$ cat src/rtl/scr_breakdown_monitor.sv
// Multi-channel SCR breakdown / BOD monitor: per-channel light conditioning,
// trigger edge detection and a window-classification FSM with a consecutive-fail trip.
//
// state | meaning
// IDLE  | waiting for a trigger edge
// EARLY | cnt 1..T_BOD, a light edge marks BOD
// BLANK | cnt T_BOD+1..T_BLANK, light edges ignored
// LATE  | cnt T_BLANK+1..T_WIN, light edge or timeout posts the result
module scr_breakdown_monitor #(
  parameter int N_CH     = 2,
  parameter int CNT_W    = 20,
  parameter int DEB_LEN  = 8,
  parameter int T_BOD    = 25000,
  parameter int T_BLANK  = 42400,
  parameter int T_WIN    = 500000,
  parameter int FAIL_LIM = 3
) (
  input  logic            i_clk_50m,
  input  logic            i_rst,
  input  logic [N_CH-1:0] i_signal,
  input  logic [N_CH-1:0] i_signal_forward,
  input  logic [N_CH-1:0] i_signal_negative,
  input  logic            i_signal_forbid,
  output logic [N_CH-1:0] o_SCR_forward_state,
  output logic [N_CH-1:0] o_SCR_negative_state,
  output logic [N_CH-1:0] o_SCR_forward_BOD,
  output logic [N_CH-1:0] o_SCR_negative_BOD,
  output logic [N_CH-1:0] o_result_valid,
  output logic [N_CH-1:0] o_trip
);

  localparam int DEB_W  = (DEB_LEN > 1) ? $clog2(DEB_LEN) : 1;
  localparam int FAIL_W = $clog2(FAIL_LIM + 1);

  localparam logic [DEB_W-1:0]  DEB_TC  = DEB_W'(DEB_LEN - 1);
  localparam logic [CNT_W-1:0]  T_BOD_C = CNT_W'(T_BOD);
  localparam logic [CNT_W-1:0]  T_BLK_C = CNT_W'(T_BLANK);
  localparam logic [CNT_W-1:0]  T_WIN_C = CNT_W'(T_WIN);
  localparam logic [FAIL_W-1:0] FAIL_C  = FAIL_W'(FAIL_LIM);
  localparam logic [FAIL_W-1:0] FAIL_M1 = FAIL_W'(FAIL_LIM - 1);

  typedef enum logic [1:0] {
    ST_IDLE  = 2'd0,
    ST_EARLY = 2'd1,
    ST_BLANK = 2'd2,
    ST_LATE  = 2'd3
  } state_t;

  // Reset asserts asynchronously but releases on a clock edge.
  logic rst_meta_q, rst_sync_q;

  always_ff @(posedge i_clk_50m or posedge i_rst) begin
    if (i_rst) begin
      rst_meta_q <= 1'b1;
      rst_sync_q <= 1'b1;
    end else begin
      rst_meta_q <= 1'b0;
      rst_sync_q <= rst_meta_q;
    end
  end

  for (genvar k = 0; k < N_CH; k++) begin : g_ch
    logic             sync1_q, sync2_q, deb_q, light_edge_q;
    logic [DEB_W-1:0] deb_cnt_q;
    logic             fwd_prev_q, neg_prev_q;
    logic             fwd_edge, neg_edge;

    state_t            state_q;
    logic [CNT_W-1:0]  cnt_q;
    logic [FAIL_W-1:0] fail_q;
    logic              pol_f_q, bod_q, lock_q;
    logic              fwd_state_q, neg_state_q, fwd_bod_q, neg_bod_q, valid_q, trip_q;

    assign fwd_edge = i_signal_forward[k]  & ~fwd_prev_q;
    assign neg_edge = i_signal_negative[k] & ~neg_prev_q;

    always_ff @(posedge i_clk_50m or posedge rst_sync_q) begin
      if (rst_sync_q) begin
        sync1_q      <= 1'b0;
        sync2_q      <= 1'b0;
        deb_q        <= 1'b0;
        deb_cnt_q    <= '0;
        light_edge_q <= 1'b0;
        fwd_prev_q   <= 1'b0;
        neg_prev_q   <= 1'b0;
      end else begin
        sync1_q      <= i_signal[k];
        sync2_q      <= sync1_q;
        fwd_prev_q   <= i_signal_forward[k];
        neg_prev_q   <= i_signal_negative[k];
        light_edge_q <= 1'b0;
        if (sync2_q == deb_q) begin
          deb_cnt_q <= '0;
        end else if (deb_cnt_q == DEB_TC) begin
          deb_q        <= sync2_q;
          deb_cnt_q    <= '0;
          light_edge_q <= sync2_q;
        end else begin
          deb_cnt_q <= deb_cnt_q + 1'b1;
        end
      end
    end

    always_ff @(posedge i_clk_50m or posedge rst_sync_q) begin
      if (rst_sync_q) begin
        state_q     <= ST_IDLE;
        cnt_q       <= '0;
        pol_f_q     <= 1'b1;
        bod_q       <= 1'b0;
        fail_q      <= '0;
        lock_q      <= 1'b0;
        fwd_state_q <= 1'b1;
        neg_state_q <= 1'b1;
        fwd_bod_q   <= 1'b1;
        neg_bod_q   <= 1'b1;
        valid_q     <= 1'b0;
        trip_q      <= 1'b1;
      end else begin
        valid_q <= 1'b0;
        if (i_signal_forbid) begin
          state_q     <= ST_IDLE;
          cnt_q       <= '0;
          fwd_state_q <= 1'b1;
          neg_state_q <= 1'b1;
          fwd_bod_q   <= 1'b1;
          neg_bod_q   <= 1'b1;
        end else if (fwd_edge || neg_edge) begin
          // Any trigger (re)starts the window; forward wins a tie.
          state_q <= ST_EARLY;
          cnt_q   <= CNT_W'(1);
          pol_f_q <= fwd_edge;
          bod_q   <= 1'b0;
        end else begin
          case (state_q)
            ST_IDLE: begin
            end
            ST_EARLY: begin
              cnt_q <= cnt_q + 1'b1;
              if (light_edge_q) bod_q <= 1'b1;
              if (cnt_q == T_BOD_C) state_q <= ST_BLANK;
            end
            ST_BLANK: begin
              cnt_q <= cnt_q + 1'b1;
              if (cnt_q == T_BLK_C) state_q <= ST_LATE;
            end
            ST_LATE: begin
              if (light_edge_q || cnt_q == T_WIN_C) begin
                state_q <= ST_IDLE;
                cnt_q   <= '0;
                valid_q <= 1'b1;
                if (pol_f_q) begin
                  neg_state_q <= ~light_edge_q;
                  fwd_bod_q   <= bod_q;
                end else begin
                  fwd_state_q <= ~light_edge_q;
                  neg_bod_q   <= bod_q;
                end
                // Once the fail limit has tripped, only reset can clear the trip.
                if (light_edge_q) begin
                  fail_q <= '0;
                  if (!lock_q) trip_q <= 1'b0;
                end else if (fail_q >= FAIL_M1) begin
                  fail_q <= FAIL_C;
                  lock_q <= 1'b1;
                  trip_q <= 1'b1;
                end else begin
                  fail_q <= fail_q + 1'b1;
                end
              end else begin
                cnt_q <= cnt_q + 1'b1;
              end
            end
            default: state_q <= ST_IDLE;
          endcase
        end
      end
    end

    assign o_SCR_forward_state[k]  = fwd_state_q;
    assign o_SCR_negative_state[k] = neg_state_q;
    assign o_SCR_forward_BOD[k]    = fwd_bod_q;
    assign o_SCR_negative_BOD[k]   = neg_bod_q;
    assign o_result_valid[k]       = valid_q;
    assign o_trip[k]               = trip_q;
  end

endmodule
$ cat config.mk
export PLATFORM = sky130hd
export DESIGN_NAME = scr_breakdown_monitor
export DESIGN_NICKNAME = d
export VERILOG_FILES = /design/src/rtl/scr_breakdown_monitor.sv
export SDC_FILE = /design/constraint.sdc
export NUM_CORES = 1
export LEC_CHECK = 0
export CORE_MARGIN = 4
export CORE_UTILIZATION = 29
export CTS_BUF_LIST = sky130_fd_sc_hd__clkbuf_16
export DETAILED_ROUTE_END_ITERATION = 10
export GPL_TIMING_DRIVEN = 0
export HOLD_SLACK_MARGIN = 0.08
export PLACE_DENSITY = 0.47
export RECOVER_POWER = 50
export SLEW_MARGIN = 20
export SYNTH_ARGS = -nofsm -noshare
export SYNTH_HDL_FRONTEND = slang
export SYNTH_SLANG_ARGS = --single-unit
$ cat constraint.sdc
create_clock -name i_clk_50m -period 2.5 [get_ports i_clk_50m]
set_clock_uncertainty 0.15 [all_clocks]
set_input_delay 0.625 -clock i_clk_50m [delete_from_list [all_inputs] [get_ports i_clk_50m]]
set_output_delay 0.625 -clock i_clk_50m [all_outputs]
set_load 0.05 [all_outputs]
==> impl_metrics.tcl <==
set metrics [dict create \
    status "complete, no violations" \
    drive_gt1_frac 0.157 \
    finalCritPeriodShare 0.952 \
    critPathLaunchType "primary input" \
    r2r_end "g_ch[0].cnt_q[16]" \
    cts_root_buf "clkbuf_16" \
    max_freq_ghz 0.420 \
    critical_path.max_fanout 6 \
    sw_frac_of_total 0.236 \
    finalHoldViolCount 0 \
    tightest_slew_ns 1.10 \
    io_buffers 19 \
    hpwl_um 6030 \
    critical_path_class "in2reg" \
    dp_slack_ns -0.617 \
    placementRows 44 \
    post-route-min-period_ns 2.38 \
    grt_pass1_vias 3021 \
    ys_types 55 \
    p_int_mw 2.47 \
    power_frac_seq 0.474 \
    routed_wl_um 8570 \
    final_nets 482 \
    insertion_delay_ns 0.34 \
    grt_antenna_before_repair 0 \
    r2r_start "g_ch[0].cnt_q[0]" \
    slew_violations 0 \
    async_reset_ff_frac 1.00 \
    hold_depth 0 \
    synth_nets 446 \
    ys_warn_count 0 \
    drtAntennaViolNets 0 \
    grt_max_degree 34 \
    critPathCaptureType "flip-flop" \
    dieArea_sq_um 16700 \
    cts.path.max_buffers 2 \
    ff2ff_path_depth 9 \
    hold_end "g_ch[1].sync2_q" \
    rrSetupSlack_ns 0.16 \
    routedWlPerCell_um 13.2 \
    synth_top_flop_cell "dfrtp_1" \
    drcViolationCount 0 \
    finalSetupTns_ns 0 \
    grt_usage 0.111 \
    synth_cells 423 \
    place.gp.congestion 0.784 \
    power.share.combinational 0.091 \
    yosysSeqAreaShare 0.509 \
    p_per_area_nw_per_um2 633 \
    num_io_pins 21 \
    setup_viol 0 \
    diodes 0 \
    hold_class "reg2reg" \
    grt_pass1_wl_um 14900 \
    layout-area-overhead-vs-synth_pct 19.7 \
    clk_transition_reported_paths_ns 0.06 \
    cts.sinks 86 \
    avgSynthCellArea_sq_um 10.1 \
    hold_buffers 0 \
    crit_required_ns 2.57 \
    firstDrtPassIters 4 \
    cts_made_buffers 9 \
    p_clk_frac 0.435 \
    vias_per_cell 4.70 \
    grt_remaining_overflow 0 \
    die_y_um 129 \
    dieWidth_um 129 \
    vias 3046 \
    nFillCells 1443 \
    worst_slew_margin_rel 0.264 \
    cts_max_level 3 \
    power_leakage_nw 2.12 \
    final.setup.worst_slack_ns 0.120 \
    synth_edf_count 0 \
    core_region_area_sq_um 14500 \
    switchingPower_mw 0.763 \
    holdCritStartpoint "g_ch[1].sync1_q" \
    synth_area_sq_um 4270 \
    start_util 0.295 \
    synth-seq-cells 86 \
    cts_tree "yes" \
    maxCapViolCount 0 \
    worstPathArrival_ns 2.45 \
    vdd_drop_max_mv 0.372 \
    drtIter0Drc 167 \
]
==> cells in the final DEF, fill, tap and decap left out, drive strengths merged, types with 13 or more instances in the layout <==
cell type,instances
inv,21
clkbuf,17
xor2,18
dfrtp,72
dfstp,14
nand2,26
o21ai,13
buf,21
ha,14
nand4,13
nor2,72
xnor2,20
and3,13
==> power by group through the flow <==
stage / Combinational (mW) / Sequential, mW / Clock, mW
floorplan: 0.212 / 1.54 / 0
global placement: 0.277 / 1.55 / 0
global route: 0.346 / 1.54 / 1.51
CTS: 0.305 / 1.53 / 1.46
finish: 0.295 / 1.53 / 1.40
detailed placement: 0.296 / 1.55 / 0
==> cell usage after synthesis, types with 5 or more instances <==
cell type,number,area (sq um)
a21oi_1,12,60.1
nand2b_1,5,31.3
xnor2_1,20,175
nand2_1,26,97.6
clkbuf_1,8,30.0
o21ai_0,12,60.1
nor2b_1,8,50.1
inv_1,19,71.3
buf_4,12,90.1
nor3b_1,5,37.5
xor2_1,18,158
nand3_1,12,60.1
nor3_1,7,35.0
dfrtp_1,72,1800
mux2i_1,9,90.1
dfstp_2,14,368
and3_1,13,81.3
ha_1,14,175
nand4_1,12,75.1
nor2_1,72,270
==> metrics by stage <==
| stage | instance area (sq um) | hold slack, ns | utilization | power [mW] | std cells |
|---|---|---|---|---|---|
| floorplan | 4270 | 0.181 | - | 1.75 | 423 |
| global placement | 4690 | 0.183 | 0.324 | 1.83 | 626 |
| detailed placement | 4730 | 0.185 | 0.327 | 1.85 | 628 |
| CTS | 5070 | 0.192 | 0.350 | 3.29 | 645 |
| global route | 5100 | 0.210 | 0.353 | 3.40 | 648 |
| finish | 5100 | 0.200 | 0.353 | 3.23 | 648 |
==> cell type report <==
type | instances | area, sq um | area share
clock inverters | 7 | 83.8 | 0.0164
multi-input cells | 295 | 1940 | 0.381
plain buffers | 22 | 140 | 0.0275
repair buffers | 26 | 240 | 0.0471
inverters | 19 | 72.6 | 0.0142
flip-flops and latches | 86 | 2170 | 0.425
clock buffers | 9 | 225 | 0.0441
well taps | 184 | 230 | 0.0451
==> worst max-delay path: stages <==
cell and delay, ns:
clkdlybuf4s50_1 0.43, nor2b_1 0.17, o41a_1 0.44, and3_1 0.19, clkbuf_1 0.18, and3_1 0.23, xnor2_1 0.13, nor2_1 0.05
==> how the worst max path moves through the flow <==
| stage | cells past startpoint | to | slack [ns] | startpoint |
|---|---|---|---|---|
| CTS | 10 | g_ch[1].cnt_q[2] | 0.001 | g_ch[1].cnt_q[0] |
| global route | 9 | g_ch[0].cnt_q[15] | -0.001 | g_ch[0].cnt_q[0] |
| detailed placement | 7 | g_ch[1].cnt_q[13] | -0.62 | i_signal_forward[1] |
| finish | 8 | g_ch[0].cnt_q[5] | 0.12 | i_signal_forward[0] |
| global placement | 7 | g_ch[1].cnt_q[11] | -0.60 | i_signal_forward[1] |
| floorplan | 9 | g_ch[0].cnt_q[5] | 0.19 | g_ch[0].state_q[0] |
==> state kept, by name (all words and copies together), names as in the netlist <==
name               cells
g_ch.bod_q             2
g_ch.cnt_q            40
g_ch.deb_cnt_q         6
g_ch.deb_q             2
g_ch.fail_q            4
g_ch.fwd_bod_q         2
g_ch.fwd_prev_q        2
g_ch.fwd_state_q       2
g_ch.light_edge_q      2
g_ch.lock_q            2
g_ch.neg_bod_q         2
g_ch.neg_prev_q        2
g_ch.neg_state_q       2
g_ch.pol_f_q           2
g_ch.state_q           4
g_ch.sync1_q           2
g_ch.sync2_q           2
g_ch.trip_q            2
g_ch.valid_q           2
rst_meta_q             1
rst_sync_q             1
==> logic make-up (layout without fill, tap and decap cells) <==
kind of cell / Yosys count / count (layout) / share of synthesized area
xor gates and xnor gates: 38 / 38 / 0.0780
AOI/OAI and AO/OA: 50 / 50 / 0.0766
muxes: 11 / 11 / 0.0264
other: 1 / 1 / 0.000879
adders and majority gates: 14 / 14 / 0.0411
DFF: 86 / 86 / 0.509
and+or+nand+nor: 181 / 181 / 0.220
buffers and inverters: 42 / 83 / 0.0484
==> metal layers <==
metal / part of all wire / GRT usage / wire (um)
met5: 0 / 0 / 0
met3: 0.029 / 0.0190 / 251
met4: 0.023 / 0.0537 / 193
met1: 0.50 / 0.157 / 4290
met2: 0.45 / 0.164 / 3840
==> what timing repair did <==
item                                    CTS  global route
endpoints found under the hold margin     0             0
endpoints found under the setup margin   41            35
setup buffers                             1             4
pin swaps                                 5             4
resized for setup                        18            11
No activity file was read; power rests on OpenSTA's default activity.
